==> config.mk <==
export PLATFORM = sky130hd
export DESIGN_NAME = uart_rx
export DESIGN_NICKNAME = d
export VERILOG_FILES = /design/src/rtl/uart_rx.sv
export SDC_FILE = /design/constraint.sdc
export NUM_CORES = 1
export LEC_CHECK = 0
export BUFFER_PORTS_ARGS = -buffer_cell sky130_fd_sc_hd__buf_2
export CORE_MARGIN = 3
export CORE_UTILIZATION = 58
export DETAILED_ROUTE_END_ITERATION = 12
export PLACE_DENSITY = 0.75
export SLEW_MARGIN = 10
export SYNTH_ARGS = -nofsm -noshare
export SYNTH_HDL_FRONTEND = slang
export SYNTH_SLANG_ARGS = --single-unit
==> constraint.sdc <==
create_clock -name CLK -period 2.8 [get_ports CLK]
set_input_delay 0.42 -clock CLK [delete_from_list [all_inputs] [get_ports CLK]]
set_output_delay 0.42 -clock CLK [all_outputs]
set_load 0.005 [all_outputs]
==> src/rtl/uart_rx.sv <==
// uart_rx: 8N1 UART receiver, centre-sampled, single-byte VLD/ACK holding register with framing and overrun flags
`timescale 1ns/1ps
module uart_rx #(
    parameter int ClkHz = 25_000_000,
    parameter int Baud = 115_200
) (
    input  logic       CLK,
    input  logic       RST,
    input  logic       RX,
    output logic [7:0] OUT,
    output logic       VLD,
    input  logic       ACK,
    output logic       ERR,
    output logic       OVR
);
    localparam int Div = (ClkHz + Baud / 2) / Baud;
    localparam int CW = $clog2(Div);
    typedef enum logic [2:0] {IDLE, START, DATA, STOP, BRK} state_t;
    state_t state;
    logic s1, s2;
    logic [CW-1:0] cnt;
    logic [2:0] n;
    logic [7:0] sh;
    always_ff @(posedge CLK) begin
        if (RST) begin
            state <= IDLE;
            OUT <= 8'd0;
            VLD <= 1'b0;
            ERR <= 1'b0;
            OVR <= 1'b0;
            s1 <= 1'b1;
            s2 <= 1'b1;
            cnt <= '0;
            n <= 3'd0;
            sh <= 8'd0;
        end else begin
            s1 <= RX;
            s2 <= s1;
            ERR <= 1'b0;
            OVR <= 1'b0;
            if (VLD && ACK) VLD <= 1'b0;
            // a completion below overrides the ACK clear so a same-cycle ACK hands over the new byte
            case (state)
                IDLE: if (!s2) begin
                    state <= START;
                    cnt <= CW'(Div / 2 - 1);
                end
                START: if (cnt != '0) cnt <= cnt - CW'(1);
                else if (!s2) begin
                    state <= DATA;
                    cnt <= CW'(Div - 1);
                    n <= 3'd0;
                end else state <= IDLE;
                DATA: if (cnt != '0) cnt <= cnt - CW'(1);
                else begin
                    sh <= {s2, sh[7:1]};
                    n <= n + 3'd1;
                    cnt <= CW'(Div - 1);
                    if (n == 3'd7) state <= STOP;
                end
                STOP: if (cnt != '0) cnt <= cnt - CW'(1);
                else if (s2) begin
                    state <= IDLE;
                    if (!VLD || ACK) begin
                        OUT <= sh;
                        VLD <= 1'b1;
                    end else OVR <= 1'b1;
                end else begin
                    ERR <= 1'b1;
                    state <= BRK;
                end
                BRK: if (s2) state <= IDLE;
                default: state <= IDLE;
            endcase
        end
    end
endmodule

==> flow_metrics.tcl <==
set metrics [dict create \
    cts.sinks 35 \
    rows 19 \
    vias 1419 \
    core_area_um2 2830 \
    first_pass_iters 4 \
    crit_path_end_kind "flop" \
    cts_tree "built" \
    layout.cells.non_filler 229 \
    cp_top_family "simple AND/OR/NAND/NOR gates" \
    dieArea_um2 3740 \
    die_x_um 61.2 \
    crit_arrival_ps 2490 \
    clk-insertion-delay-late_ps 350 \
    synth.ff_latch_count 35 \
    skew_ps 13.4 \
    slew_headroom_pct 49.8 \
    hold_buffers 0 \
    drc_errors 0 \
    synth-warning-count 0 \
    antenna_found_initial 0 \
    wl_per_cell_um 15.3 \
    leakage_nw 0.677 \
    totalWireLength_um 3510 \
    dpl.cell_count 221 \
    ios 15 \
    h-tree-depth 2 \
    gr-total-overflow 0 \
    worstPathBufferInverterCount 1 \
    routabilityCongestion 0.885 \
    vdd_drop_max_uv 401 \
    run_status "completed" \
    hold_path_class "input pin to flop" \
    cts_made_buffers 5 \
    finalNetCount 205 \
    num_antenna_cells 0 \
    hold_violations 0 \
    cts-resized-gates 0 \
    crit_slowest_cell "or3b_2" \
    cp.required_ps 3060 \
    slew_viol_final 0 \
    path_cells "inv_1 -> ha_1 -> or3b_2 -> nor3_1 -> and3_1 -> mux2i_1" \
    hold-worst-slack_ps 252 \
    path_max_fanout 8 \
    yosysUniqueCellTypes 49 \
    fmaxAchievable_mhz 449 \
    ys_seq_area_share_pct 39.7 \
    cts-root-buf "clkbuf_4" \
    syn_area_um2 1770 \
    drive_above_1_share_pct 18.2 \
    antenna_left 0 \
    synthArstFlopShare_pct 0 \
    syn_area_per_cell_um2 9.34 \
    area_delta_synth_final_pct 6.38 \
    tns_ps 0 \
    grt_first_pass_wirelength_um 5870 \
    die_h_um 61.2 \
    maxCapViolations 0 \
    critPathMaxStageDelay_ps 570 \
    cts_setup_buffers 0 \
    routed_via_density 6.20 \
    cts_max_path_buffers 2 \
    syn_inst 189 \
    synth_ff_type "dfxtp_1" \
    syn_nets 197 \
    place_hpwl_um 2410 \
    power_w 0.00105 \
    grt_max_degree 47 \
    tightestPinTransition_ps 746 \
    fin_crit_sh_pct 79.6 \
    rsz0062_at_grt "no" \
    timing.setup.critical_path_class "flop to flop" \
    min_path_cells 2 \
    drt_iter0_drc 86 \
    initial_core_util_pct 62.4 \
    track_usage_pct 21.4 \
    grt_pass1_vias 1284 \
    min_period_ps 2230 \
    worstSetupStartpointType "flop" \
    cellPowerDensity_nw_per_um2 557 \
    synth_edf_count 0 \
    clk_pin_slew_ps 110 \
    worstRegToRegCells 6 \
    portBuffers 14 \
    setup_violations 0 \
    cp.depth 6 \
]
sequential cells by signal, indices dropped and copies added (netlist names):
register / count
OUT: 8
state: 3
sh: 8
n: 3
s1: 1
ERR: 1
cnt: 8
VLD: 1
OVR: 1
s2: 1
report_power, final:
part	internal [W]	switching, W
sequential	0.000512	0.0000215
clock	0.000148	0.000166
combinational	0.0000785	0.000121
path summary, 6_finish.rpt:
check                             from      to  slack [ps]
worst max register to register  cnt[0]  OUT[5]         570
worst min register to register      s1      s2         430
worst min-delay path                RX      s1         250
worst max-delay path            cnt[0]  OUT[5]         570
layer usage:
metal  share of wire, %  track usage, %  vias to the layer above
met4                1.8            9.91                        0
met2                 47            32.2                       42
met1                 45            26.9                      667
met3                5.9            8.18                       10
met5                  0               0                        -
li1                   -               -                      700
synthesized netlist by cell type, types with 3 or more instances:
cell type / n / share of area (%)
nor4_1: 4 / 1.4
mux2i_1: 17 / 9.6
nor2_1: 21 / 4.5
or2_2: 5 / 1.8
nor3_1: 10 / 2.8
a311oi_1: 3 / 1.5
nand2b_1: 21 / 7.4
ha_1: 4 / 2.8
clkbuf_1: 8 / 1.7
nand2_1: 4 / 0.85
a21oi_1: 4 / 1.1
dfxtp_1: 35 / 40
inv_1: 5 / 1.1
a221oi_1: 3 / 1.5
per-stage QoR:
stage / utilization, % / setup slack [ps] / instance area, um2
after floorplan: - / 776 / 1770
after global placement: 64.0 / 713 / 1810
after detailed placement: 64.0 / 616 / 1810
after CTS: 66.4 / 569 / 1880
after global routing: 66.4 / 441 / 1880
final: 66.4 / 570 / 1880
layout by cell type (no fill, tap or decap), drive strengths merged, types with 3 or more instances in the layout:
| cell type | instances |
|---|---|
| dfxtp | 35 |
| nor2 | 22 |
| nand2b | 21 |
| mux2i | 17 |
| buf | 15 |
| nor3 | 10 |
| clkbuf | 8 |
| inv | 5 |
| or2 | 5 |
| nor4 | 5 |
| nand2 | 4 |
| a21oi | 4 |
| ha | 4 |
| a221oi | 3 |
| a311oi | 3 |
| o21ai | 3 |
| a2111oi | 3 |
cell type report:
cell class	count	area [um2]
inverters	5	18.8
fillers	234	951
repair buffers	15	77.6
flip-flops and latches	35	701
multi-input cells	135	973
clock buffers	8	68.8
well taps	31	38.8
kinds of logic (layout without fill, tap and decap cells):
kind of cell / Yosys count / in the layout / synth area share [%]
AND/OR/NAND/NOR: 80 / 80 / 25.9
adder cells (fa/ha/maj): 4 / 4 / 2.83
AO/OA/AOI/OAI: 32 / 32 / 15.6
multiplexers: 18 / 18 / 10.3
XOR/XNOR: 1 / 1 / 0.496
flip-flops: 35 / 35 / 39.7
buffers and inverters: 19 / 28 / 5.17
No activity file was read; power rests on OpenSTA's default activity.
